==> src/rtl/inst_sram_ctrl.sv <==
// Single-port asynchronous SRAM controller shared between icache line refill and MEM-stage
// load/store. Data accesses win arbitration; strobes are decoded from the FSM state.
module inst_sram_ctrl #(
   parameter int unsigned ADDR_W  = 20,
   parameter int unsigned RD_WAIT = 1,
   parameter int unsigned WR_WAIT = 2
) (
   input  logic              clk,
   input  logic              rst,
   input  logic              inst_req,
   input  logic [31:0]       inst_addr,
   output logic [31:0]       inst_i,
   output logic              inst_stop,
   input  logic              data_req,
   input  logic              data_we,
   input  logic [3:0]        data_be,
   input  logic [31:0]       data_addr,
   input  logic [31:0]       data_wdata,
   output logic [31:0]       data_rdata,
   output logic              data_ready,
   output logic [ADDR_W-1:0] ram_addr,
   input  logic [31:0]       ram_dq_i,
   output logic [31:0]       ram_dq_o,
   output logic              ram_dq_oe,
   output logic              ram_ce_n,
   output logic              ram_oe_n,
   output logic              ram_we_n,
   output logic [3:0]        ram_be_n
);

   typedef enum logic [2:0] {
      StIdle,
      StInstRd,
      StInstDone,
      StDataRd,
      StDataWr,
      StWrEnd,
      StDataDone
   } state_e;

   state_e            state_q, state_d;
   logic [2:0]        cnt_q;
   logic [31:0]       inst_addr_q;
   logic [ADDR_W-1:0] addr_q;
   logic [3:0]        be_q;
   logic [31:0]       wdata_q;
   logic [31:0]       inst_q;
   logic [31:0]       rdata_q;
   logic              rd_last;
   logic              wr_last;
   logic              unused_addr_bits;

   assign rd_last = (cnt_q == 3'(RD_WAIT - 1));
   assign wr_last = (cnt_q == 3'(WR_WAIT - 1));

   // Byte offset and bits above the SRAM word range are don't-care on the data port.
   assign unused_addr_bits = ^{data_addr[31:ADDR_W+2], data_addr[1:0]};

   // State register
   always_ff @(posedge clk) begin
      if (rst) begin
         state_q <= StIdle;
      end else begin
         state_q <= state_d;
      end
   end

   // Next-state logic
   always_comb begin
      state_d = state_q;
      unique case (state_q)
         StIdle: begin
            if (data_req) begin
               state_d = data_we ? StDataWr : StDataRd;
            end else if (inst_req) begin
               state_d = StInstRd;
            end
         end
         StInstRd:   if (rd_last) state_d = StInstDone;
         StInstDone: state_d = StIdle;
         StDataRd:   if (rd_last) state_d = StDataDone;
         StDataWr:   if (wr_last) state_d = StWrEnd;
         StWrEnd:    state_d = StDataDone;
         StDataDone: state_d = StIdle;
         default:    state_d = StIdle;
      endcase
   end

   // Wait counter restarts on every state entry and only runs in strobe states.
   always_ff @(posedge clk) begin
      if (rst || (state_d != state_q)) begin
         cnt_q <= '0;
      end else if (state_q == StInstRd || state_q == StDataRd || state_q == StDataWr) begin
         cnt_q <= cnt_q + 3'd1;
      end
   end

   // Request capture and read-data latching
   always_ff @(posedge clk) begin
      if (rst) begin
         inst_addr_q <= '0;
         addr_q      <= '0;
         be_q        <= '0;
         wdata_q     <= '0;
         inst_q      <= '0;
         rdata_q     <= '0;
      end else begin
         if (state_q == StIdle) begin
            if (data_req) begin
               addr_q  <= data_addr[ADDR_W+1:2];
               be_q    <= data_be;
               wdata_q <= data_wdata;
            end else if (inst_req) begin
               addr_q      <= inst_addr[ADDR_W+1:2];
               inst_addr_q <= inst_addr;
            end
         end
         if (state_q == StInstRd && rd_last) begin
            inst_q <= ram_dq_i;
         end
         if (state_q == StDataRd && rd_last) begin
            rdata_q <= ram_dq_i;
         end
      end
   end

   // Output decode
   always_comb begin
      ram_ce_n   = 1'b1;
      ram_oe_n   = 1'b1;
      ram_we_n   = 1'b1;
      ram_be_n   = 4'hF;
      ram_dq_oe  = 1'b0;
      data_ready = 1'b0;
      unique case (state_q)
         StInstRd: begin
            ram_ce_n = 1'b0;
            ram_oe_n = 1'b0;
            ram_be_n = 4'h0;
         end
         StDataRd: begin
            ram_ce_n = 1'b0;
            ram_oe_n = 1'b0;
            ram_be_n = ~be_q;
         end
         StDataWr: begin
            ram_ce_n  = 1'b0;
            ram_we_n  = 1'b0;
            ram_be_n  = ~be_q;
            ram_dq_oe = 1'b1;
         end
         StWrEnd: begin
            // we_n released one cycle before ce_n/data so the SRAM sees hold time.
            ram_ce_n  = 1'b0;
            ram_be_n  = ~be_q;
            ram_dq_oe = 1'b1;
         end
         StDataDone: data_ready = 1'b1;
         default: ;
      endcase
   end

   // A refill word is only handed over if the icache still wants the same address.
   assign inst_stop  = inst_req && !(state_q == StInstDone && inst_addr == inst_addr_q);
   assign inst_i     = inst_q;
   assign data_rdata = rdata_q;
   assign ram_addr   = addr_q;
   assign ram_dq_o   = wdata_q;

endmodule

==> config.mk <==
export PLATFORM = sky130hd
export DESIGN_NAME = inst_sram_ctrl
export DESIGN_NICKNAME = d
export VERILOG_FILES = /design/src/rtl/inst_sram_ctrl.sv
export SDC_FILE = /design/constraint.sdc
export NUM_CORES = 1
export LEC_CHECK = 0
export ABC_AREA = 1
export BUFFER_PORTS_ARGS = -buffer_cell sky130_fd_sc_hd__buf_2
export CAP_MARGIN = 5
export CORE_MARGIN = 2
export CORE_UTILIZATION = 49
export CTS_BUF_LIST = sky130_fd_sc_hd__clkbuf_16
export DETAILED_ROUTE_END_ITERATION = 7
export PLACE_DENSITY = 0.81
export SLEW_MARGIN = 20
export SYNTH_ARGS = -nofsm -noshare
export SYNTH_HDL_FRONTEND = slang
export SYNTH_SLANG_ARGS = --single-unit
==> constraint.sdc <==
create_clock -name clk -period 1.6 [get_ports clk]
set_clock_uncertainty 0.15 [all_clocks]
set_input_delay 0 -clock clk [delete_from_list [all_inputs] [get_ports clk]]
set_output_delay 0 -clock clk [all_outputs]
set_load 0.01 [all_outputs]
# After elaboration in Yosys (flattened, before gate mapping)
# Cells that the tools add are included.
# totals
ff_bits,158
out_inout_bits,126
wordCells,53
# classes
n_addsub,1
n_eq_ne,9
mux,15
bitwise_logic,2
reduce_logical,18
# op_table
cell,count
$mux 20,2
$eq 32x32->1,1
$mux 3,6
$pmux 3 s5,1
$eq 3x3->1 const B,3
$pmux 4 s2,1
$eq 3x1->1 const B,2
$eq 3x2->1 const B,2
$logic_not 3->1,2
$mux 1,5
$logic_and 1x1->1,4
$not 4->4,1
$reduce_and 2->1,2
$reduce_or 2->1,2
$reduce_or 4->1,1
$add 3x1->3 const B,1
$logic_or 1x1->1,3
$ne 3x3->1,1
$reduce_and 3->1,1
$reduce_or 3->1,1
$reduce_bool 2->1,1
$logic_not 1->1,1
$not 1->1,1

# Logic depth before layout (Yosys ltp)
# Gate-level depths: netlist of run 1.
# depth
word_depth,5
mapped_depth,10

# Worst setup path before layout of run 1
# Ideal clock, no wire load.
# synth_path
path_type,register to register
from,register cnt_q[0]
to,"register rdata_q[10], in the netlist data_rdata[10]"
arrival_time_ps,1286
t_required_ps,1386
path_slack_ps,100
stages_incl_launch_ff,10
synth_period_minus_slack_ps,1500
cell_sequence,dfxtp_1 > inv_1 > ha_1 > inv_1 > nor2_1 > nand3_2 > inv_1 > buf_4 > nor2_1 > nor2_1
# synth_via
elab_chain_cells,2
# synth_lines
element,line,source
start: declaration,42,logic [2:0] cnt_q;
start signal: assignment,94,cnt_q <= cnt_q + 3'd1;
$logic_not 3->1,53,assign rd_last = (cnt_q == 3'(RD_WAIT - 1));
$logic_and 1x1->1,121,if (state_q == StDataRd && rd_last) begin
end signal: assignment,122,rdata_q <= ram_dq_i;
end: declaration,48,logic [31:0] rdata_q;
# Every way passes these cells.
# A chain may end at the register's enable or synchronous reset.

# Worst setup path after layout of run 1
# layout_path
from,register state_q[0]
to,output port inst_stop
# layout_via
elab_chain_cells,4
# layout_lines
element,line,source
start: declaration,41,"state_e state_q, state_d;"
start signal: assignment,62,state_q <= StIdle;
start signal: assignment,64,state_q <= state_d;
$eq 3x2->1,164,assign inst_stop = inst_req && !(state_q == StInstDone && inst_addr == inst_addr_q);
$logic_and 1x1->1,164,
$logic_not 1->1,164,
$logic_and 1x1->1,164,
end: declaration,13,"output logic inst_stop,"
# Every way passes these cells.

==> results_dict.tcl, run 1 <==
set metrics [dict create \
    final_max_slew_viol_count 0 \
    synth_commonest_cells "181 x nor2_1, 158 x dfxtp_1, 153 x nand2_1, 114 x o21ai_0, 76 x a21oi_1" \
    instances_no_fill 1496 \
    wire_per_inst_um 18.2 \
    timing.fmax_mhz 568 \
    comb_power_share 0.313 \
    coreArea_mm2 0.0131 \
    synth_top_area_cell "dfxtp_1" \
    grt_max_degree 64 \
    rsz0062_at_grt "true" \
    p_clk_frac 0.318 \
    r2r_slack_ns -0.11 \
    dpl.hpwl_um 13300 \
    grt_antenna_before_repair 0 \
    synth-edff-count 0 \
    fin_area_mm2 0.0109 \
    finalHoldViolCount 0 \
    grt_pass1_vias 7594 \
    slowest_delay_ns 0.36 \
    cp.required_ns 1.45 \
    cp.arrival_ns 1.61 \
    cts_buffer_depth 2 \
    via_per_inst 5.50 \
    yosys.cell_types.count 29 \
    die-width_um 120 \
    crit_buf_inv 2 \
    ys_seq_area_frac 0.482 \
    die_height_um 120 \
    clkLatencyLatePin_ns 0.43 \
    ys_ff_latch 158 \
    dieArea_mm2 0.0143 \
    yosys_warnings 0 \
    holdWs_ns 0.00666 \
    min_period_over_period 1.10 \
    gp_congestion 0.848 \
    routed_wl_um 27300 \
    overflow 0 \
    relSlewSlack 0.514 \
    power_density_mw_per_mm2 1180 \
    io_pins 263 \
    fin_tns_setup_ns -1.42 \
    violations "setup timing" \
    pwr-share-seq 0.369 \
    cts_root_buffer "clkbuf_16" \
    hold_path.class "in -> reg" \
    slowest_stage "dfxtp_4" \
    yosysMostFrequentCell "nor2_1" \
    path_common_cell "nor2_1" \
    setup_viol 35 \
    synth_fp_nets 1046 \
    drive_gt1_frac 0.342 \
    ir_drop_mv 0.690 \
    leakage_nw 5.07 \
    path_clk_slew_ns 0.07 \
    syn-cell-area_mm2 0.00656 \
    area_delta_synth_final_pct 65.5 \
    synthTopCellsByArea "dfxtp_1 48%, nor2_1 10%, nand2_1 8.7%, o21ai_0 8.7%, a21oi_1 5.8%" \
    yosysTopAreaCellShare 0.482 \
    vias 8221 \
    numPortBuffers 250 \
    cts_sinks 158 \
    finalWorstSetupSlack_ns -0.162 \
    dpl.cell_count 1308 \
    path_class "reg -> out" \
    cts_tree "done" \
    drtAntennaViolNets 0 \
    numCtsBuffers 17 \
    rows 42 \
    drc 0 \
    min_period_ns 1.76 \
    antenna_cells 0 \
    critPathCaptureType "output port" \
    drv_cap 0 \
    totalPowerFinal_mw 12.9 \
    firstDrtPassIters 7 \
    critPathTopFamily "simple AND/OR/NAND/NOR gates" \
    p_sw_frac 0.329 \
    grtUsageTotal 0.314 \
    drtIter0Drc 876 \
    synth_flop_cell "dfxtp_1" \
    crit_path_start_kind "register" \
    synth_area_per_cell_um2 7.24 \
    worstMarginPinSlew_ns 0.730 \
    netlist_instances 906 \
    ctsHtreeMaxLevel 4 \
    net-switching-power_mw 4.23 \
    nets 1447 \
    grt_pass1_wl_um 36100 \
    synthArstFlopShare 0 \
    dpl-instance-area_mm2 0.00807 \
    initial_core_util 0.500 \
    worstPathCellList "inv_4 -> nand2_4 -> nor2_4 -> nand3_2 -> nor2_1 -> nand3_1 -> nor2_1 -> nor2_1 -> buf_4" \
    p_int_mw 8.63 \
    outcome "finished with violations" \
    cp_max_fo 2 \
]
power by group through the flow:
stage | logic, mW | clock network, mW | registers (mW)
CTS | 3.19 | 4.05 | 4.68
finish | 4.02 | 4.09 | 4.75
global placement | 2.70 | 0 | 4.74
global route | 4.30 | 4.27 | 4.79
floorplan | 1.54 | 0 | 4.91
detailed placement | 2.75 | 0 | 4.76
registers in the layout, summed over array words and instances (netlist names):
signal,flops
data_rdata,32
cnt_q,3
ram_dq_o,32
be_q,4
inst_i,32
inst_addr_q,32
state_q,3
ram_addr,20
placed cells by master, fill, tap and decap left out, drive strengths merged:
master / count
inv: 69
dlygate4sd3: 127
nor2: 182
clkinv: 6
buf: 301
o211ai: 1
bufinv: 3
a211oi: 7
clkinvlp: 2
a31oi: 1
xor2: 10
o21ai: 115
or2: 3
a21oi: 76
nand2: 158
dfxtp: 158
ha: 3
xnor2: 4
nand3: 68
clkbuf: 26
what timing repair did:
action,CTS,global route
cloned,1,15
hold buffers,126,2
setup endpoints to repair,55,151
pin swaps,10,35
gates resized for setup,36,161
buffers inserted,8,5
endpoints found under the hold margin,158,30
tightest hold or removal path, stage by stage:
cell and delay [ns]:
buf_2 0.13, buf_12 0.15, o21ai_0 0.10, nand3_1 0.08, a21oi_1 0.07
through the flow:
step	utilization	setup slack, ns
2_1_floorplan	-	0.0997
3_3_place_gp	0.615	-0.0931
3_5_place_dp	0.615	-0.182
4_1_cts	0.770	-0.166
5_1_grt	0.827	-0.275
6_report	0.827	-0.162
routing by layer:
metal  track usage  up-vias  wire, um
met4         0.166        0      1870
met1         0.354     3745      9720
met2         0.551      576     13200
met5             0        -         0
met3        0.0703      175      2490
li1              -     3725         -
path summary, 6_finish.rpt:
kind,from,endpoint,depth (start not counted)
max,state_q[0]$_SDFF_PP0_,inst_stop,9
min reg2reg,ram_dq_o[11]$_SDFFE_PP0P_,ram_dq_o[11]$_SDFFE_PP0P_,2
max reg2reg,cnt_q[0]$_SDFFE_PP0P_,data_rdata[20]$_SDFFE_PP0P_,10
min,data_req,ram_addr[19]$_SDFFE_PP0P_,5
cells by family after synthesis:
| family | after synthesis | share of synthesized area |
|---|---|---|
| buffers and inverters | 120 | 0.0804 |
| AOI/OAI and AO/OA | 200 | 0.159 |
| adders and majority gates | 3 | 0.00572 |
| xor gates and xnor gates | 14 | 0.0187 |
| DFF | 158 | 0.482 |
| and+or+nand+nor | 411 | 0.254 |
final cells by class:
class / count / area, um^2
fill: 693 / 2270
clock inverter: 15 / 155
tap: 176 / 220
inverter: 65 / 277
multi-input combinational: 628 / 3240
timing repair buffer: 437 / 3360
sequential: 158 / 3190
clock buffer: 17 / 425
No activity file was read; power rests on OpenSTA's default activity.
==> run 2: changes to the inputs <==
--- a/config.mk
+++ b/config.mk
@@ -9,10 +9,10 @@
 export BUFFER_PORTS_ARGS = -buffer_cell sky130_fd_sc_hd__buf_2
 export CAP_MARGIN = 5
 export CORE_MARGIN = 2
-export CORE_UTILIZATION = 49
+export CORE_UTILIZATION = 45
 export CTS_BUF_LIST = sky130_fd_sc_hd__clkbuf_16
 export DETAILED_ROUTE_END_ITERATION = 7
-export PLACE_DENSITY = 0.81
+export PLACE_DENSITY = 0.75
 export SLEW_MARGIN = 20
 export SYNTH_ARGS = -nofsm -noshare
 export SYNTH_HDL_FRONTEND = slang
==> results_dict.tcl, run 2 (synthesized netlist as in run 1, its figures left out) <==
set metrics [dict create \
    outcome "finished with violations" \
    violations "setup timing" \
    vias 7758 \
    drc 0 \
    endpoint "ram_dq_o[30]$_SDFFE_PP0P_" \
    numCtsBuffers 17 \
    grtUsageTotal 0.270 \
    dp_slack_ns -0.103 \
    cts_sinks 158 \
    fillers 942 \
    die-width_um 125 \
    grt_max_degree 64 \
    cts_root_buffer "clkbuf_16" \
    crit_path_start_kind "register" \
    r2r-start "state_q[1]$_SDFF_PP0_" \
    rsz0062_at_grt "true" \
    ctsHtreeMaxLevel 4 \
    fin_util 0.758 \
    power_density_mw_per_mm2 1200 \
    antenna_cells 0 \
    cts_tree "done" \
    grt_antenna_before_repair 0 \
    cp.arrival_ns 1.95 \
    path_class "reg -> reg" \
    multiInputGateArea_mm2 0.00338 \
    path_clk_slew_ns 0.06 \
    r2r_cells 9 \
    drtIter0Drc 439 \
    die_height_um 125 \
    nets 1444 \
    io_pins 263 \
    leakage_nw 5.08 \
    drive_gt1_frac 0.367 \
    overflow 0 \
    ir_drop_mv 0.848 \
    r2r_slack_ns -0.18 \
    cts_buffer_depth 2 \
    area_delta_synth_final_pct 66.0 \
    finalWorstSetupSlack_ns -0.179 \
    critPathCaptureType "register" \
    seq_area_mm2 0.00319 \
    wire_per_inst_um 16.3 \
    critical_path.startpoint "state_q[1]$_SDFF_PP0_" \
    firstDrtPassIters 5 \
    final_max_slew_viol_count 0 \
    min_period_ns 1.78 \
    r2r_end "ram_dq_o[30]$_SDFFE_PP0P_" \
    cp.required_ns 1.77 \
    timing.fmax_mhz 562 \
    cp_max_fo 7 \
    routed_wl_um 24500 \
    min_period_over_period 1.11 \
    hold_path.class "in -> reg" \
    drtAntennaViolNets 0 \
    grt_pass1_vias 7252 \
    numPortBuffers 250 \
    via_per_inst 5.17 \
    gp_congestion 0.806 \
    grt_pass1_wl_um 34500 \
    relSlewSlack 0.419 \
    dpl.hpwl_um 13300 \
    initial_core_util 0.457 \
    dpl-instance-area_mm2 0.00811 \
    final_common_cell "buf_2" \
    layout_common_cells "250 x buf_2, 169 x nor2_1, 143 x dfxtp_1, 124 x dlygate4sd3_1, 115 x nand2_1" \
    dieArea_mm2 0.0156 \
    rows 44 \
    fin_area_mm2 0.0109 \
    clkLatencyLatePin_ns 0.42 \
    coreArea_mm2 0.0144 \
    drv_cap 0 \
    setup_viol 52 \
    finalHoldViolCount 0 \
    worstMarginPinSlew_ns 0.872 \
]
run 2: critical path: stages, from the launching register on:
cell     delay [ns]
dfxtp_4        0.35
buf_6          0.13
nor2_4         0.15
nand2_4        0.09
inv_8          0.07
buf_4          0.11
buf_6          0.13
buf_8          0.15
nand3_1        0.08
a21oi_1        0.25
run 2: worst min path at each step:
stage / start / endpoint / slack, ns / cells after the start
after global placement: ram_dq_i[27] / data_rdata[27]$_SDFFE_PP0P_ / 0.11 / 3
after floorplan: inst_req / inst_stop / -0.04 / 2
final: ram_dq_i[21] / data_rdata[21]$_SDFFE_PP0P_ / 0.22 / 4
after detailed placement: ram_dq_i[27] / data_rdata[27]$_SDFFE_PP0P_ / 0.12 / 3
after CTS: ram_dq_i[2] / inst_i[2]$_SDFFE_PP0P_ / 0.22 / 4
after global routing: ram_dq_i[21] / inst_i[21]$_SDFFE_PP0P_ / 0.23 / 4
run 2: where the power goes:
group          leakage [nW]  total, mW  switching (mW)  internal, mW
registers              1.30       4.76           0.328          4.43
logic                  3.50       4.22            2.28          1.94
clock network         0.292       4.14            1.69          2.45
run 2: timing repair:
action,4_1_cts,5_1_grt
hold buffers,124,0
pin swaps,12,35
gates resized for setup,41,149
gates cloned,0,13
setup endpoints to repair,64,132
setup buffers,4,11
hold endpoints to repair,158,0
run 2: per-stage QoR:
| stage | TNS, ns | hold WS, ns | total power, mW | cells |
|---|---|---|---|---|
| after floorplan | 0 | -0.0418 | 6.45 | 906 |
| after global placement | -0.152 | 0.113 | 7.52 | 1318 |
| after detailed placement | -1.55 | 0.119 | 7.58 | 1318 |
| after CTS | -0.163 | 0.218 | 12.0 | 1478 |
| after global routing | -7.59 | 0.233 | 13.7 | 1501 |
| final | -2.24 | 0.224 | 13.1 | 1501 |
run 2: layout make-up:
cell class                      instances  share of cell area
Clock buffer                           17              0.0390
Clock inverter                         15              0.0157
Inverter                               65              0.0233
Multi-Input combinational cell        628               0.310
Sequential cell                       158               0.293
Tap cell                              184              0.0211
Timing Repair Buffer                  434               0.298
run 2: routing by layer:
layer  vias to the layer above  track usage  part of all wire
met5                         -            0                 0
met1                      3527        0.311              0.38
met3                       113       0.0696             0.076
met4                         0        0.122             0.055
li1                       3717            -                 -
met2                       401        0.471              0.49
